[config.mk]
export PLATFORM = sky130hd
export DESIGN_NAME = gate_array_pipe_flat
export DESIGN_NICKNAME = d
export VERILOG_FILES = /design/src/rtl/gate_pkg.sv /design/src/rtl/gate_array_pipe_if.sv /design/src/rtl/gate_flags.sv /design/src/rtl/gate_array_pipe.sv /design/src/flat_wrapper.sv
export SDC_FILE = /design/constraint.sdc
export NUM_CORES = 1
export LEC_CHECK = 0
export CAP_MARGIN = 20
export CORE_AREA = 2 2 103 105
export DETAILED_ROUTE_END_ITERATION = 7
export DIE_AREA = 0 0 105 107
export PLACE_DENSITY_LB_ADDON = 0.12
export RECOVER_POWER = 25
export SLEW_MARGIN = 20
export SYNTH_ARGS = -nofsm -noshare
export SYNTH_HDL_FRONTEND = slang
export SYNTH_SLANG_ARGS = --single-unit
[constraint.sdc]
create_clock -name clk -period 4.1 [get_ports clk]
set_clock_uncertainty 0.2 [all_clocks]
set_input_delay 1.23 -clock clk [delete_from_list [all_inputs] [get_ports clk]]
set_output_delay 1.23 -clock clk [all_outputs]
set_load 0.05 [all_outputs]
[src/rtl/gate_pkg.sv]
// Shared definitions for the registered wide-gate unit: op encoding and
// the reference bitwise function used by the datapath.
package gate_pkg;

    localparam int unsigned MAX_W = 64;

    typedef enum logic [2:0] {
        OP_AND   = 3'd0,
        OP_OR    = 3'd1,
        OP_NAND  = 3'd2,
        OP_NOR   = 3'd3,
        OP_XOR   = 3'd4,
        OP_XNOR  = 3'd5,
        OP_NOTA  = 3'd6,
        OP_PASSA = 3'd7
    } op_e;

    // Operates on the widest legal word; callers truncate to their own WIDTH.
    function automatic logic [MAX_W-1:0] gate_apply(
        input op_e              op,
        input logic [MAX_W-1:0] a,
        input logic [MAX_W-1:0] b
    );
        logic [MAX_W-1:0] r;
        case (op)
            OP_AND:   r = a & b;
            OP_OR:    r = a | b;
            OP_NAND:  r = ~(a & b);
            OP_NOR:   r = ~(a | b);
            OP_XOR:   r = a ^ b;
            OP_XNOR:  r = ~(a ^ b);
            OP_NOTA:  r = ~a;
            OP_PASSA: r = a;
            default:  r = a;
        endcase
        return r;
    endfunction

endpackage

[src/rtl/gate_array_pipe_if.sv]
// Operand/result handshake bundle of gate_array_pipe, plus its status outputs.
interface gate_array_pipe_if #(
    parameter int WIDTH = 16,
    parameter int CNT_W = 16
) ();
    logic             in_valid;
    logic             in_ready;
    logic [2:0]       in_op;
    logic [WIDTH-1:0] in_a;
    logic [WIDTH-1:0] in_b;
    logic             out_valid;
    logic             out_ready;
    logic [WIDTH-1:0] out_data;
    logic             out_zr;
    logic             out_ng;
    logic             out_par;
    logic [CNT_W-1:0] txn_count;

    modport master (
        output in_valid, in_op, in_a, in_b, out_ready,
        input  in_ready, out_valid, out_data, out_zr, out_ng, out_par, txn_count
    );

    modport slave (
        input  in_valid, in_op, in_a, in_b, out_ready,
        output in_ready, out_valid, out_data, out_zr, out_ng, out_par, txn_count
    );
endinterface

[src/rtl/gate_flags.sv]
// Combinational zero / negative / parity status of a word; shared with the ALU.
module gate_flags #(
    parameter int WIDTH = 16
) (
    input  logic [WIDTH-1:0] data_i,
    output logic             zr_o,
    output logic             ng_o,
    output logic             par_o
);

    // Status flags derived directly from the word.
    always_comb begin
        zr_o  = ~|data_i;
        ng_o  = data_i[WIDTH-1];
        par_o = ^data_i;
    end

endmodule

[src/rtl/gate_array_pipe.sv]
// Two-stage valid/ready pipeline applying a bitwise gate to two WIDTH-bit
// operands, with registered status flags and a saturating transfer counter.
module gate_array_pipe
    import gate_pkg::*;
#(
    parameter int WIDTH = 16,
    parameter int CNT_W = 16
) (
    input  logic            clk,
    input  logic            reset,
    gate_array_pipe_if.slave bus
);

    logic             s1_valid_q, s1_valid_d;
    logic [WIDTH-1:0] s1_data_q, s1_data_d;
    logic             out_valid_q, out_valid_d;
    logic [WIDTH-1:0] out_data_q, out_data_d;
    logic             zr_q, zr_d;
    logic             ng_q, ng_d;
    logic             par_q, par_d;
    logic [CNT_W-1:0] cnt_q, cnt_d;

    logic             s2_free_s;
    logic             s1_adv_s;
    logic             in_ready_s;
    logic             in_xfer_s;
    logic             out_xfer_s;
    logic [WIDTH-1:0] gate_res_s;
    logic             flag_zr_s;
    logic             flag_ng_s;
    logic             flag_par_s;

    gate_flags #(.WIDTH(WIDTH)) u_flags (
        .data_i (s1_data_q),
        .zr_o   (flag_zr_s),
        .ng_o   (flag_ng_s),
        .par_o  (flag_par_s)
    );

    // Handshake qualifiers; in_ready deliberately looks through to out_ready.
    always_comb begin
        s2_free_s  = !out_valid_q || bus.out_ready;
        s1_adv_s   = s1_valid_q && s2_free_s;
        in_ready_s = !s1_valid_q || s2_free_s;
        in_xfer_s  = bus.in_valid && in_ready_s;
        out_xfer_s = out_valid_q && bus.out_ready;
        gate_res_s = WIDTH'(gate_apply(op_e'(bus.in_op), MAX_W'(bus.in_a), MAX_W'(bus.in_b)));
    end

    // Next-state for both stages and the counter.
    always_comb begin
        s1_valid_d  = s1_valid_q;
        s1_data_d   = s1_data_q;
        out_valid_d = out_valid_q;
        out_data_d  = out_data_q;
        zr_d        = zr_q;
        ng_d        = ng_q;
        par_d       = par_q;
        cnt_d       = cnt_q;

        if (in_xfer_s) begin
            s1_valid_d = 1'b1;
            s1_data_d  = gate_res_s;
        end else if (s1_adv_s) begin
            s1_valid_d = 1'b0;
        end else begin
            s1_valid_d = s1_valid_q;
        end

        // Flags travel with the data so they stay coherent during a stall.
        if (s1_adv_s) begin
            out_valid_d = 1'b1;
            out_data_d  = s1_data_q;
            zr_d        = flag_zr_s;
            ng_d        = flag_ng_s;
            par_d       = flag_par_s;
        end else if (bus.out_ready) begin
            out_valid_d = 1'b0;
        end else begin
            out_valid_d = out_valid_q;
        end

        if (out_xfer_s && (cnt_q != {CNT_W{1'b1}})) begin
            cnt_d = cnt_q + CNT_W'(1);
        end else begin
            cnt_d = cnt_q;
        end
    end

    // State registers with synchronous reset that discards in-flight beats.
    always_ff @(posedge clk) begin
        if (reset) begin
            s1_valid_q  <= 1'b0;
            s1_data_q   <= {WIDTH{1'b0}};
            out_valid_q <= 1'b0;
            out_data_q  <= {WIDTH{1'b0}};
            zr_q        <= 1'b0;
            ng_q        <= 1'b0;
            par_q       <= 1'b0;
            cnt_q       <= {CNT_W{1'b0}};
        end else begin
            s1_valid_q  <= s1_valid_d;
            s1_data_q   <= s1_data_d;
            out_valid_q <= out_valid_d;
            out_data_q  <= out_data_d;
            zr_q        <= zr_d;
            ng_q        <= ng_d;
            par_q       <= par_d;
            cnt_q       <= cnt_d;
        end
    end

    assign bus.in_ready  = in_ready_s;
    assign bus.out_valid = out_valid_q;
    assign bus.out_data  = out_data_q;
    assign bus.out_zr    = zr_q;
    assign bus.out_ng    = ng_q;
    assign bus.out_par   = par_q;
    assign bus.txn_count = cnt_q;

endmodule

[src/flat_wrapper.sv]
// flat-port wrapper written by rule: the top's interface ports become plain ports
module gate_array_pipe_flat import gate_pkg::*;
#(
    parameter int WIDTH = 16,
    parameter int CNT_W = 16
)
  (clk, reset, bus_in_valid, bus_in_op, bus_in_a, bus_in_b, bus_out_ready, bus_in_ready, bus_out_valid, bus_out_data, bus_out_zr, bus_out_ng, bus_out_par, bus_txn_count);
  gate_array_pipe_if #(.WIDTH(WIDTH), .CNT_W(CNT_W)) bus_i ();
  input  logic clk;
  input  logic reset;
  input wire logic [$bits(bus_i.in_valid)-1:0] bus_in_valid;
  input wire logic [$bits(bus_i.in_op)-1:0] bus_in_op;
  input wire logic [$bits(bus_i.in_a)-1:0] bus_in_a;
  input wire logic [$bits(bus_i.in_b)-1:0] bus_in_b;
  input wire logic [$bits(bus_i.out_ready)-1:0] bus_out_ready;
  output wire logic [$bits(bus_i.in_ready)-1:0] bus_in_ready;
  output wire logic [$bits(bus_i.out_valid)-1:0] bus_out_valid;
  output wire logic [$bits(bus_i.out_data)-1:0] bus_out_data;
  output wire logic [$bits(bus_i.out_zr)-1:0] bus_out_zr;
  output wire logic [$bits(bus_i.out_ng)-1:0] bus_out_ng;
  output wire logic [$bits(bus_i.out_par)-1:0] bus_out_par;
  output wire logic [$bits(bus_i.txn_count)-1:0] bus_txn_count;
  assign bus_i.in_valid = bus_in_valid;
  assign bus_i.in_op = bus_in_op;
  assign bus_i.in_a = bus_in_a;
  assign bus_i.in_b = bus_in_b;
  assign bus_i.out_ready = bus_out_ready;
  assign bus_in_ready = bus_i.in_ready;
  assign bus_out_valid = bus_i.out_valid;
  assign bus_out_data = bus_i.out_data;
  assign bus_out_zr = bus_i.out_zr;
  assign bus_out_ng = bus_i.out_ng;
  assign bus_out_par = bus_i.out_par;
  assign bus_txn_count = bus_i.txn_count;
  gate_array_pipe #(.WIDTH(WIDTH), .CNT_W(CNT_W)) u_core (.clk(clk), .reset(reset), .bus(bus_i));
endmodule
Yosys cells after proc, flatten, opt, wreduce, memory -nomap -nowiden
Cells that the tools add are included.
{ "word_totals": {"input_bits": 39, "word_cells": 43, "regBits": 53} }
{ "op_classes": {"n_bitwise": 7, "eq_ne": 8, "addsub": 1, "n_reduce_logical": 14, "muxes": 5} }
{ "op_table": {"columns": ["op", "n"], "rows": [
  ["$pmux 16 s8", 1],
  ["$not 16->16", 4],
  ["$add 16x1->16 const B", 1],
  ["$and 16x16->16", 1],
  ["$ne 16x16->1 const B", 1],
  ["$or 16x16->16", 1],
  ["$reduce_or 16->1", 1],
  ["$reduce_xor 16->1", 1],
  ["$xor 16x16->16", 1],
  ["$eq 3x3->1 const B", 4],
  ["$eq 3x2->1 const B", 2],
  ["$logic_and 1x1->1", 4],
  ["$mux 1", 4],
  ["$reduce_bool 2->1", 2],
  ["$eq 3x1->1 const B", 1],
  ["$logic_not 1->1", 3],
  ["$logic_not 3->1", 1],
  ["$logic_or 1x1->1", 2]
]} }

Logic depth before layout (Yosys ltp)
Gate-level depths: netlist of run 1.
{ "logic_depth": {"word_depth": 5, "mapped_depth": 7, "depth_no_buf": 7} }

By module
From an unflattened synthesis of run 1, not the netlist that was laid out.
{ "hier_totals": {"cells_unflattened": 519, "hier_area_um2": 3862.5} }
{ "modules_own_cells": {"columns": ["module", "instances", "area_per_inst_um2", "cells_each"], "rows": [
  ["gate_array_pipe", 1, 3617.2, 484],
  ["gate_flags", 1, 245.2, 35]
]} }

Least setup slack after synthesis of run 1
Ideal clock, no wire load.
{ "synth_path": {"kind": "input-to-output", "from": "input port bus_out_ready", "to": "output port bus_in_ready", "arrival_ns": 1.733, "setup_slack_ns": 0.937, "stages": 1, "n_path_buf": 0, "path_cell_list": "nand3b_1"} }
{ "synth_between": {"elab_chain_cells": 2} }
{ "synth_rtl": {"columns": ["item", "line", "rtl"], "rows": [
  ["start, declared", "flat_wrapper.sv:15", "input wire logic [$bits(bus_i.out_ready)-1:0] bus_out_ready;"],
  ["$logic_or 1x1->1", "gate_array_pipe.sv:42", "s2_free_s = !out_valid_q || bus.out_ready;"],
  ["$logic_or 1x1->1", "gate_array_pipe.sv:44", "in_ready_s = !s1_valid_q || s2_free_s;"],
  ["end, declared", "flat_wrapper.sv:16", "output wire logic [$bits(bus_i.in_ready)-1:0] bus_in_ready;"]
]} }
Every way passes these cells.

Worst setup path after layout of run 1
Ends and elaborated chain as after synthesis.

==> results of run 1 <==
[flip-flops by register name, summed over array words and instances (netlist names)]
register              count
u_core.bus.out_data      16
u_core.bus.out_zr         1
u_core.s1_valid_q         1
u_core.bus.txn_count     16
u_core.s1_data_q         16
u_core.bus.out_valid      1
u_core.bus.out_par        1
[layer usage]
layer,track usage [%],vias up
met2,28.8,64
met1,20.6,1608
li1,-,1778
met3,2.01,6
met4,3.52,0
met5,0,-
[area by class of cell]
class / count / area [µm²]
fillers: 1071 / 5350
multi-input cells: 354 / 2420
flip-flops and latches: 52 / 1040
repair buffers: 82 / 817
inverters: 53 / 199
well taps: 136 / 170
clock buffers: 6 / 72.6
clock inverters: 2 / 16.3
[worst min-delay path, cell delays in order, from the launching register on]
cell and delay [ns]:
dfxtp_1 0.32, nand2_1 0.05, a21oi_1 0.05
[where the power goes]
group,internal [mW],switching (mW)
clock,0.122,0.172
combinational,0.156,0.173
sequential,0.526,0.0185
[kinds of logic after synthesis]
logic type      synth area share (%)
simple gates                    20.9
compound gates                  15.8
buf+inv                         8.28
flops                           27.4
xor+xnor                        5.54
fa+ha+maj                       13.5
mux                             8.51
[final timing paths]
check | start | to | slack [ns] | cells after the start
max | bus_out_ready | bus_in_ready | 0.37 | 3
max reg2reg | u_core.bus.txn_count[0] | u_core.bus.txn_count[10] | 1.77 | 6
min | u_core.bus.out_data[6] | u_core.bus.out_data[6] | 0.26 | 2
min reg2reg | u_core.bus.out_data[6] | u_core.bus.out_data[6] | 0.26 | 2
[through the flow]
step	util, %	power, mW	setup slack [ns]
floorplan	-	0.780	0.937
global placement	46.3	0.883	0.528
detailed placement	46.3	0.891	0.497
CTS	47.1	1.18	0.488
global route	47.0	1.24	0.352
finish	47.0	1.17	0.370
[Yosys cell counts]
cell	count	area, µm²
and3_1	1	6.26
o221ai_1	14	123
nor2b_1	3	18.8
xnor2_1	24	210
mux2_2	10	113
or2_2	1	6.26
buf_4	1	7.51
and2_1	1	6.26
a41o_2	1	11.3
buf_2	8	40.0
and4_2	1	10.0
nand3_1	8	40.0
and4_1	2	17.5
nand4_1	9	56.3
nor2_1	30	113
a211oi_1	9	67.6
nand2b_1	12	75.1
a21oi_1	40	200
a31oi_1	1	6.26
inv_1	53	199
ha_1	41	513
nor3b_1	4	30.0
nor3_1	9	45.0
mux2i_1	21	210
or3b_2	8	70.1
nand3b_1	1	7.51
nor3_4	1	16.3
buf_1	1	3.75
nand2_2	1	6.26
nor4_4	1	21.3
a31o_2	1	8.76
dfxtp_1	52	1040
nand2_1	59	221
clkbuf_1	17	63.8
nor4_1	2	12.5
a311oi_1	1	8.76
or3_1	2	12.5
o21ai_0	35	175
==> impl_results.md, run 1 <==
* RePlAce Congestion at 0.804
* Drt drc at 0
* Worst EP required at 2.67 ns
* Crit end category: output pin
* Top cell family by delay on the critical path: buffers and inverters
* Slowest stage delay, CP at 0.56 ns
* CTS clk-pin slew, worst paths at 0.10 ns
* CTS Root Cell: clkbuf_8
* Port bufs at 75
* Non-filler cells, final at 685
* Crit-path slowest cell: dlygate4sd3_1
* Layout net count at 628
* Syn avg cell area at 7.81 µm²
* Hold Violations, Final at 0
* Cell area after layout at 4740 µm²
* Die width at 105 µm
* Number of cell rows at 37
* Hold/Removal Path Class: reg2reg
* Commonest cells after routing, fill and taps aside: clkdlybuf4s50_1, nand2_1, inv_1
* CTS tree: yes
* WL met2 at 4280 µm
* Met3 wire len at 317 µm
* Die Y at 107 µm
* Pins Over Slew Limit at 0
* Commonest non-fill, non-tap cell in the layout: clkdlybuf4s50_1
* Met1 wire length at 4220 µm
* Max-cap violation count at 0
* Layout cells sized above 1 at 6.92%
* Routed Antenna Nets at 0
* Slew @ Worst Pin at 0.657 ns
* Clk sinks at 52
* Critical-path cell list: dlygate4sd3_1 -> nand3b_1 -> buf_12
* Hold slack at 0.259 ns
* Final setup violation count at 0
* Power Dens Cells at 246 nW/µm²
* Synth cell types at 38
* Die Area at 11200 µm²
* Inst Count DP at 677
* Ant. Diodes at 0
* Number of antenna violations at the first check in global routing at 0
* First-pass GRT wire length at 15100 µm
* Placed Instance Area at 4670 µm²
* GRT Util Overall at 16.0%
* Post-synthesis cell count at 486
* Dpl hpwl at 6810 µm
* Vias in the first global route at 3291
* Initial Utilization at 37.6%
* Number of DRC markers in iteration 0 at 82
* Status: complete, no violations
* Mapped Area at 3790 µm²
* Largest net degree at the start of global routing at 36
* Top-Level Pins at 76
* Detail-routed via count per cell at 5.05
* Slew HR at 55.9%
* Hold Buf Count CTS at 0
* Post_cts resized at 0
* Register area share after synthesis at 27.4%
* Core area at 10100 µm²
* Flops & latches, synth at 52
* Syn_nets at 566
* Unrepaired setup endpoints after global routing: false
* Final Cycle Share at 91.0%
* Crit path kind: in2out
* GR Overflow Total at 0
* Vias at 3456
* Clk buf depth at 2
* WP buf/inv at 2
* Tmin final at 3.73 ns
* Worst skew pair latency at 0.30 ns
* TritonRoute pass-1 iters at 4
* WP data arrival at 2.30 ns
* Post-CTS Setup Repair Bufs at 0
* Max IR drop VDD at 0.149 mV
* FMAX at 268 MHz
* Top Metal Used: met4
* Average wire per standard cell at 13.0 µm
* Final WL at 8890 µm
* Max FO, Critical Path at 4
* Layout area overhead at 25.0%
* Htree depth at 2
* Final setup TNS at 0 ns
* Synth warnings at 0
* Leak at 1.88 nW
* CTS buffer count at 5
* Startpoint types: input port
(Power assumes the default switching activity.)
==> inputs of run 2 (changes only) <==
- MAX_ROUTING_LAYER: default -> met4
==> run 2 against run 1 <==
Setup slack better by 0.0018 ns. Clock power about the same. Global-route usage up 0.47 points. Wire length increased by 0.11%. Total power about the same. Cell area stayed put. Largest cell class unchanged. Via count is 0.35% higher. Final cell count unchanged. Highest routed layer unchanged. Fmax is essentially flat. Largest power group unchanged. First-iteration DRC count shrank 1.2%.
==> impl_results.md, run 2 (synthesized netlist as in run 1, its figures left out) <==
* GR Overflow Total at 0 (unchanged)
* Most Crowded Layer GR: met2
* Power Dens Cells at 246 nW/µm² (about the same)
* Top-Level Pins at 76 (unchanged)
* Post-CTS Setup Repair Bufs at 0 (unchanged)
* Clock Power Share at 25.2% (about the same)
* CTS tree: yes
* Layout cells sized above 1 at 6.92% (unchanged)
* Tmin final at 3.73 ns (-0.00178 ns)
* FMAX at 268 MHz (about the same)
* CTS Root Cell: clkbuf_8
* Max FO, Critical Path at 4 (unchanged)
* WP data arrival at 2.30 ns (about the same)
* GRT Util Overall at 16.5% (+0.47 points)
* Clk buf depth at 2 (unchanged)
* Number of antenna violations at the first check in global routing at 0 (unchanged)
* Fill count at 1071 (unchanged)
* Average wire per standard cell at 13.0 µm (+0.11%)
* Logic pwr share at 28.2% (about the same)
* Hold Violations, Final at 0 (unchanged)
* Layout area overhead at 25.0% (unchanged)
* PnR Total Power at 1.17 mW (about the same)
* Hold path startpoint: u_core.bus.out_data[6]
* Routed Antenna Nets at 0 (unchanged)
* Worst Hold Depth at 2 (unchanged)
* Die Area at 11200 µm² (unchanged)
* GR Util met2 at 28.7% (-0.046 points)
* Slowest stage delay, CP at 0.56 ns (about the same)
* Leak at 1.88 nW (unchanged)
* CP Launch Point: bus_out_ready
* Commonest non-fill, non-tap cell in the layout: clkdlybuf4s50_1
* Unrepaired setup endpoints after global routing: false
* Detail-routed via count per cell at 5.06 (+0.35%)
* RePlAce Congestion at 0.816 (+1.4%)
* R2r setup slk at 1.76 ns (about the same)
* Sequential power share at 46.6% (about the same)
* Switching Power at 0.364 mW (+0.13%)
* Crit path kind: in2out
* Critical-path cell list: dlygate4sd3_1 -> nand3b_1 -> buf_12
* Crit-path slowest cell: dlygate4sd3_1
* Clk sinks at 52 (unchanged)
* Vias in the first global route at 3287 (-0.12%)
* Final setup TNS at 0 ns (unchanged)
* Internal power at 0.804 mW (about the same)
* Met1 GRT Util at 20.7% (+0.19 points)
* Ant. Diodes at 0 (unchanged)
* Hold Buf Count CTS at 0 (unchanged)
* Worst skew pair latency at 0.30 ns (about the same)
* End of the worst hold path: u_core.bus.out_data[6]
* Drt drc at 0 (unchanged)
* Core area at 10100 µm² (unchanged)
* Worst EP required at 2.67 ns (about the same)
* R2R Path End: u_core.bus.txn_count[10]
* CTS buffer count at 5 (unchanged)
* Met3 usage at 1.88% (-0.12 points)
* TritonRoute pass-1 iters at 4 (unchanged)
* Final Cycle Share at 90.9% (about the same)
* Largest net degree at the start of global routing at 36 (unchanged)
* Hold/Removal Path Class: reg2reg
* Commonest cells after routing, fill and taps aside: clkdlybuf4s50_1, nand2_1, inv_1
* Final setup violation count at 0 (unchanged)
* Max IR drop VDD at 0.149 mV (about the same)
* Max-cap violation count at 0 (unchanged)
* Startpoint types: input port
* Final WL at 8900 µm (+0.11%)
* Number of cell rows at 37 (unchanged)
* Vias at 3468 (+0.35%)
* Dpl hpwl at 6810 µm (unchanged)
* Slew @ Worst Pin at 0.648 ns (-0.00912 ns)
* Post_cts resized at 0 (unchanged)
* RR Startpoint: u_core.bus.txn_count[0]
* CTS clk-pin slew, worst paths at 0.10 ns (about the same)
* Htree depth at 2 (unchanged)
* Slew HR at 56.5% (+0.61 points)
* Pins Over Slew Limit at 0 (unchanged)
* Number of DRC markers in iteration 0 at 81 (-1.2%)
* Layout net count at 628 (unchanged)
* First-pass GRT wire length at 15100 µm (+0.19%)
* Die width at 105 µm (unchanged)
* FF-to-FF path depth at 6 (unchanged)
* Port bufs at 75 (unchanged)
* Fraction of power spent switching nets at 31.2% (about the same)
* Status: complete, no violations
* Initial Utilization at 37.6% (unchanged)
* Die Y at 107 µm (unchanged)
* Crit end category: output pin
==> run 2: cell counts in the layout (fill, tap and decap cells not counted) <==
No cell type changed its count.
==> run 2: power by group through the flow <==
| stage | logic [mW] | clock network, mW | registers, mW |
|---|---|---|---|
| final | 0.330 | 0.294 | 0.545 |
| after CTS | 0.335 | 0.304 | 0.545 |
| after detailed placement | 0.334 | 0 | 0.557 |
| after global routing | 0.372 | 0.320 | 0.548 |
| after floorplan | 0.204 | 0 | 0.575 |
| after global placement | 0.326 | 0 | 0.557 |
==> run 2: worst max-delay path, delay by kind of cell <==
kind	cells	cell delay (ns)
buf+inv	2	0.78
simple gates	1	0.29
==> run 2: per-stage QoR <==
step / cell area (µm²) / setup WS, ns / util, % / hold slack [ns] / std cells
after global routing: 4740 / 0.352 / 47.0 / 0.285 / 685
final: 4740 / 0.371 / 47.0 / 0.259 / 685
after floorplan: 3790 / 0.937 / - / 0.231 / 486
after CTS: 4760 / 0.488 / 47.1 / 0.263 / 685
after global placement: 4670 / 0.528 / 46.3 / 0.246 / 677
after detailed placement: 4670 / 0.497 / 46.3 / 0.249 / 677
==> run 2: area by class of cell <==
class	instances	area [µm²]	share of cell area, %
inverters	53	199	4.20
well taps	136	170	3.59
clock inverters	2	16.3	0.343
repair buffers	82	817	17.2
clock buffers	6	72.6	1.53
flip-flops and latches	52	1040	22.0
multi-input cells	354	2420	51.1
==> run 2: worst max path at each step <==
stage	to	slack, ns
after floorplan	bus_in_ready	0.94
after global placement	bus_in_ready	0.53
final	bus_in_ready	0.37
after CTS	bus_in_ready	0.49
after global routing	bus_in_ready	0.35
after detailed placement	bus_in_ready	0.50
==> run 2: layer usage <==
layer / part of all wire [%] / wire length (µm)
met2: 48 / 4280
met1: 48 / 4250
met4: 0.91 / 81
met3: 3.3 / 297
met5: 0 / 0
